## config.mk

```make
export PLATFORM = sky130hd
export DESIGN_NAME = nonrestoring_divider
export DESIGN_NICKNAME = d
export VERILOG_FILES = /design/src/rtl/nonrestoring_divider.sv
export SDC_FILE = /design/constraint.sdc
export NUM_CORES = 1
export LEC_CHECK = 0
export BUFFER_PORTS_ARGS = -buffer_cell sky130_fd_sc_hd__buf_2
export CORE_MARGIN = 2
export CORE_UTILIZATION = 55
export CTS_CLUSTER_DIAMETER = 120
export CTS_CLUSTER_SIZE = 8
export DETAILED_ROUTE_END_ITERATION = 10
export GPL_TIMING_DRIVEN = 0
export PLACE_DENSITY = 0.83
export SLEW_MARGIN = 25
export SYNTH_ARGS = -nofsm -noshare
export SYNTH_HDL_FRONTEND = slang
export SYNTH_SLANG_ARGS = --single-unit
```

## constraint.sdc

```tcl
create_clock -name clk -period 3.4 [get_ports clk]
set_input_delay 0.68 -clock clk [delete_from_list [all_inputs] [get_ports clk]]
set_output_delay 0.68 -clock clk [all_outputs]
set_load 0.01 [all_outputs]
```

## src/rtl/nonrestoring_divider.sv

```systemverilog
// 16/8 signed non-restoring divider: magnitudes are divided one bit per
// cycle, then signs, remainder correction and range checks are applied.
module nonrestoring_divider (
    input  logic        clk,
    input  logic        reset,
    input  logic        start,
    input  logic [15:0] dividend,
    input  logic [7:0]  divisor,
    output logic [7:0]  quotient,
    output logic [7:0]  remainder,
    output logic        busy,
    output logic        done,
    output logic        div_by_zero,
    output logic        overflow
);

    typedef enum logic [1:0] {IDLE, CHECK, DIVIDE, FIX} state_t;

    state_t state, state_next;

    logic              sign_dvd;
    logic              sign_dvs;
    logic [15:0]       abs_dvd;
    logic [7:0]        abs_dvs;
    logic signed [9:0] rem_r;
    logic [7:0]        quo_r;
    logic [3:0]        count;
    logic              err_dz;
    logic              err_ov;

    logic [15:0]       abs_dvd_in;
    logic [7:0]        abs_dvs_in;
    logic              chk_dz;
    logic              chk_ov;
    logic signed [9:0] dvs_ext;
    logic signed [9:0] rem_shift;
    logic signed [9:0] rem_step;
    logic [7:0]        rem_fix;
    logic              q_neg;
    logic              q_range_ov;

    always_comb begin
        abs_dvd_in = dividend[15] ? 16'd0 - dividend : dividend;
        abs_dvs_in = divisor[7] ? 8'd0 - divisor : divisor;
        chk_dz     = (abs_dvs == 8'd0);
        chk_ov     = (abs_dvd[15:8] >= abs_dvs);
        dvs_ext    = {2'b00, abs_dvs};
        rem_shift  = {rem_r[8:0], quo_r[7]};
        rem_step   = rem_r[9] ? rem_shift + dvs_ext : rem_shift - dvs_ext;
        // final remainder lies in [-|D|, |D|); one add restores it
        rem_fix    = rem_r[9] ? rem_r[7:0] + abs_dvs : rem_r[7:0];
        q_neg      = sign_dvd ^ sign_dvs;
        q_range_ov = q_neg ? (quo_r > 8'd128) : (quo_r > 8'd127);
    end

    always_ff @(posedge clk or posedge reset) begin
        if (reset) begin
            state <= IDLE;
        end else begin
            state <= state_next;
        end
    end

    always_comb begin
        state_next = state;
        unique case (state)
            IDLE:   if (start) state_next = CHECK;
            CHECK:  state_next = (chk_dz || chk_ov) ? FIX : DIVIDE;
            DIVIDE: if (count == 4'd1) state_next = FIX;
            FIX:    state_next = IDLE;
        endcase
    end

    assign busy = (state != IDLE);

    always_ff @(posedge clk or posedge reset) begin
        if (reset) begin
            sign_dvd    <= 1'b0;
            sign_dvs    <= 1'b0;
            abs_dvd     <= 16'd0;
            abs_dvs     <= 8'd0;
            rem_r       <= 10'sd0;
            quo_r       <= 8'd0;
            count       <= 4'd0;
            err_dz      <= 1'b0;
            err_ov      <= 1'b0;
            quotient    <= 8'd0;
            remainder   <= 8'd0;
            done        <= 1'b0;
            div_by_zero <= 1'b0;
            overflow    <= 1'b0;
        end else begin
            done <= 1'b0;
            unique case (state)
                IDLE: begin
                    if (start) begin
                        sign_dvd <= dividend[15];
                        sign_dvs <= divisor[7];
                        abs_dvd  <= abs_dvd_in;
                        abs_dvs  <= abs_dvs_in;
                        err_dz   <= 1'b0;
                        err_ov   <= 1'b0;
                    end
                end
                CHECK: begin
                    if (chk_dz) begin
                        err_dz <= 1'b1;
                    end else if (chk_ov) begin
                        err_ov <= 1'b1;
                    end else begin
                        rem_r <= {2'b00, abs_dvd[15:8]};
                        quo_r <= abs_dvd[7:0];
                        count <= 4'd8;
                    end
                end
                DIVIDE: begin
                    rem_r <= rem_step;
                    quo_r <= {quo_r[6:0], ~rem_step[9]};
                    count <= count - 4'd1;
                end
                FIX: begin
                    done        <= 1'b1;
                    div_by_zero <= err_dz;
                    overflow    <= !err_dz && (err_ov || q_range_ov);
                    if (err_dz || err_ov || q_range_ov) begin
                        quotient  <= 8'd0;
                        remainder <= 8'd0;
                    end else begin
                        quotient  <= q_neg ? 8'd0 - quo_r : quo_r;
                        remainder <= sign_dvd ? 8'd0 - rem_fix : rem_fix;
                    end
                end
            endcase
        end
    end

endmodule

```

; ---- After elaboration in Yosys (flattened, before gate mapping)
; Cells that the tools add are included.
[totals]
regBits = 71
out_inout_bits = 20
latchBits = 0
n_memories = 0
ramBits = 0
romBits = 0
[classes]
multipliers = 0
eq_ne = 10
muxes = 29
bitwise = 2
reduce_logical = 16
n_shift = 0
add_sub_neg = 8
div_mod_pow = 0
magnitude_cmp = 3
[ops]
columns = operator, n
row1 = 2-to-1 mux 8 bit, 8
row2 = 2-to-1 mux 10 bit, 3
row3 = subtractor 1 x 8 -> 8 bit (first input constant), 3
row4 = case mux 10 bit (2 select lines), 1
row5 = 2-to-1 mux 16 bit, 1
row6 = case mux 8 bit (2 select lines), 1
row7 = subtractor 1 x 16 -> 16 bit (first input constant), 1
row8 = inequality test 2 bit (second input constant), 6
row9 = adder 10 x 9 -> 10 bit, 1
row10 = subtractor 10 x 9 -> 10 bit, 1
row11 = adder 8 bit, 1
row12 = >= comparator 8 bit, 1
row13 = > comparator 8 x 7 -> 1 bit (second input constant), 1
row14 = > comparator 8 bit (second input constant), 1
row15 = zero test 8 bit, 1
row16 = 2-to-1 mux 4 bit, 2
row17 = case mux 2 bit (4 select lines), 1
row18 = case mux 4 bit (2 select lines), 1
row19 = 2-to-1 mux 1 bit, 7
row20 = AND reduction 3 bit, 2
row21 = nonzero test 2 bit, 3
row22 = equality test 2 bit (second input constant), 2
row23 = equality test 4 x 1 -> 1 bit (second input constant), 1
row24 = logical OR 1 bit, 4
row25 = 11 further kinds, 14

; ---- Depth between registers and ports, before layout
[logic_depth]
ltp_word = 5
depth_mapped = 14
mapped_depth_nobuf = 14

; ---- Least setup slack after synthesis
; No wires, ideal clock.
[synth_path]
path_type = register to register
startpoint = register rem_r[9]
endpoint = register rem_r[9]
t_required_ns = 3.275
setup_ns = 0.125
synth_period_minus_slack_ns = 3.154
path_stages_with_launch = 12
slack_ns = 0.246
arrival_time_ns = 3.029
path_cell_list = dfrtp_1 > clkbuf_1 > clkbuf_1 > mux2_2 > ha_1 > a21o_1 > a21o_1 > a311oi_1 > o21ai_0 > xnor2_1 > nor2_1 > mux2_2
[synth_between]
elab_chain_len = 2
[synth_rtl]
columns = element, line
row1 = from (decl), 25  ; logic signed [9:0] rem_r;
row2 = from (signal assigned), 111  ; rem_r <= {2'b00, abs_dvd[15:8]};
row3 = from (signal assigned), 117  ; rem_r <= rem_step;
row4 = 2-to-1 mux 10 bit, 49  ; rem_step = rem_r[9] ? rem_shift + dvs_ext : rem_shift - dvs_ext;
row5 = case mux 10 bit (2 select lines), 94  ; unique case (state)
; Every way passes these cells.
; A chain may end at the register's enable or synchronous reset.

; ---- Worst setup path after layout
; Ends and elaborated chain as after synthesis.

==> summary.md <==
| Metric | Value |
|---|---|
| Starting density of the core | a little under three fifths |
| Worst R2R Setup Slack | 200 ps |
| Later-pin clock latency in the skew report | 360 ps |
| DIE WIDTH | 95.4 um |
| R2r worst-path depth | 10 |
| Initial antenna violation count | 0 |
| Core area | 0.00818 mm2 |
| Slew @ Worst Pin | around 1000 ps |
| CP max-delay cell | dfrtp_2 |
| Cells after synthesis | ~510 |
| Share of cells above drive strength 1 | 14.4% |
| Avg Vias per Cell | 5.65 |
| Sequential fraction of the synthesis area | 38.7% |
| Max_cap viols | 0 |
| GRT Total Usage | 25.2% |
| Die Height | 95.4 um |
| Gr ovfl total | 0 |
| Die area | around 0.0091 mm2 |
| R2R Path End | rem_r[9] |
| FFs w/ async S/R, synth | 100% |
| Highest metal used | met4 |
| Post-synth top area cell | dfrtp_1 |
| Rows | 33 |
| RSZ-0062 raised after global routing | no |
| Drt wl/cell | 15.6 um |
| CTS tree | done |
| Status | finished clean |
| Met3 wire len | 467 um |
| Pwr dens | 1170 mW/mm2 |
| Combinational Power Share | 62.1% |
| P_int | 0.00321 W |
| DRT antenna net count | 0 |
| Pin count of the biggest net entering global routing | 38 |
| Leakage power | 2.45 nW |
| Gpl congestion | 0.911 |
| Crit path max fanout | 15 |
| H-tree depth | 3 |
| Critical Path Max Stage Delay | approximately 530 ps |
| Avg Inst Size Synth | 9.03 um2 |
| Period utilization | 94.0% |
| Number of port buffers | 45 |
| Count leader, synth | dfrtp_1 |
| WL met1 | roughly 4700 um |
| Vias in the first global route | 3,671 |
| Worst VDD drop | 440 uV |
| FMAX | 313 MHz |
| Post-synth top area share | 38.7% |
| Post-synth EDFFs | 0 |
| Class of the worst hold path | input pin to asynchronous set/reset pin |
| Layout area overhead | 12.3% |
| Diodes inserted | 0 |
| Final Critical Period | 3200 ps |
| Final net count | 629 |
| Fin. max-slew vios | 0 |
| Switching part of the total | 46.9% |
| CTS hold repair buffers | 0 |
| Net Switching | 0.00284 W |
| Sequential Power Share | between 20% and 30% |
| Post-route DRC violation count | 0 |
| Synth top cells by count | 71 x dfrtp_1, 66 x nand2_1, 46 x o21ai_0 |
| Clock Tree Root | clkbuf_8 |
| Cell Area, Synth | ~0.0046 mm2 |
| Worst-path clk slew | 80 ps |
| Clock buffers created by TritonCTS | 9 |
| Met2 wire len | 5200 um |
| Total wire length | 10,500 um |
| First-pass GRT wire length | between 15,000 and 20,000 um |
| Max-slew headroom | 33.6% |
| DRT iter0 DRCs | 224 |
| Final Hold Fails | 0 |
| Worst Path Arrival | between 3000 and 4000 ps |
| YS warnings | 0 |
| Post-Syn Nets | 573 |
| Post-synth top flop | dfrtp_1 |
| Via count | 3,817 |
| Clock power frac | 11.0% |
| CP Data Required Time | 3630 ps |
| HPWL Detailed | 8190 um |
| DR pass1 iterations | 4 |
| Longest Clk Path Bufs | 2 |
| Cell Chain, Critical Path | clkbuf_2 > mux2_2 > ha_1 > a21o_1 > a21o_1 > a311oi_1 > o21ai_0 > xnor2_1 > nor2_1 > mux2_2 |
| Layout Skew | 13.5 ps |
| Ports | 47 |
| Post-Route Setup TNS | 0 ps |
| Critical path endpoint category | flop |
| Origin of the critical flop-to-flop path | rem_r[9] |
| Startpoint Class | flop |
| CP Class | flop to flop |
| Synth top area cells | dfrtp_1 39%, ha_1 9.5%, nand2_1 5.4% |
| Final setup viols | 0 |
| Flops & latches, synth | just over 70 |
| CTS Sinks | 71 |
| Final Non-Filler Cells | 675 |
| Distinct cell type count after synthesis | 50 |
| Inst Count DP | 660 |
-- how the worst max path moves through the flow --
stage | start | end | slack (ps) | cells after the start
floorplan | rem_r[9] | rem_r[9] | 250 | 11
global placement | rem_r[9] | rem_r[9] | -300 | 11
detailed placement | rem_r[9] | rem_r[9] | -290 | 11
CTS | rem_r[9] | rem_r[9] | 60 | 10
global route | abs_dvs[0] | rem_r[7] | 10 | 9
finish | rem_r[9] | rem_r[9] | 200 | 10
-- registers in the layout (all words and copies together) (netlist names), 2 cells and up --
register and cells:
abs_dvd 16, abs_dvs 8, count 4, quo_r 8, quotient 8, rem_r 10, remainder 8, state 2
-- layer usage --
layer / global-route usage (%) / vias up
met5: 0 / -
met2: 42.9 / 85
li1: - / 1886
met4: 10.0 / 0
met3: 3.08 / 16
met1: 32.7 / 1830
-- worst max-delay path, delay by kind of cell (launching register included) --
family / cells / cell delay [ps]
mux: 2 / 680
flops: 1 / 530
buf+inv: 1 / 310
compound gates: 4 / 1030
fa+ha+maj: 1 / 270
xor+xnor: 1 / 180
simple gates: 1 / 70
-- timing repair --
item                                    CTS  global route
resized for setup                         1             1
buffers inserted                          0             0
endpoints found under the setup margin    4             3
cloned                                    0             0
-- power by group through the flow --
| stage | combinational (W) | sequential, W | clock, W |
|---|---|---|---|
| after detailed placement | 0.00371 | 0.00162 | 0 |
| after CTS | 0.00373 | 0.00162 | 0.000667 |
| after global placement | 0.00355 | 0.00160 | 0 |
| after global routing | 0.00422 | 0.00168 | 0.000704 |
| final | 0.00375 | 0.00163 | 0.000662 |
| after floorplan | 0.00290 | 0.00153 | 0 |
-- cell families (layout without fill, tap and decap cells) --
family	Yosys count	count (layout)	share of synthesized area, %
multiplexers	15	15	3.49
adder cells (fa/ha/maj)	37	37	10.4
AO/OA/AOI/OAI	133	133	18.2
flip-flops	71	71	38.7
AND/OR/NAND/NOR	139	139	14.1
XOR/XNOR	51	51	10.0
buffers and inverters	63	124	5.17
-- stage by stage --
step	hold slack [ps]	area, um2	setup slack (ps)	power (W)	utilization (%)
after global routing	365	5160	10.6	0.00660	63.1
after CTS	342	5160	56.9	0.00602	63.1
after global placement	486	4950	-299	0.00514	60.6
final	323	5160	205	0.00605	63.1
after detailed placement	488	4970	-294	0.00533	60.8
after floorplan	451	4590	246	0.00443	-
-- layout by cell type (no fill, tap or decap), types with 17 or more instances in the layout --
cell type / instances
o21ai_0: 46
a21oi_1: 20
inv_1: 43
nand2_1: 66
clkbuf_1: 17
xnor2_1: 26
buf_2: 46
dfrtp_1: 70
nor2_1: 26
ha_1: 35
xor2_1: 24
-- final cells by class --
| class | instances | area [um2] |
|---|---|---|
| flip-flops and latches | 71 | 1780 |
| repair buffers | 46 | 245 |
| inverters | 44 | 168 |
| clock inverters | 6 | 61.3 |
| plain buffers | 18 | 70.1 |
| clock buffers | 10 | 128 |
| fillers | 713 | 3010 |
| well taps | 105 | 131 |
| multi-input cells | 375 | 2580 |
Note: power is estimated with default switching activity, not from simulation.
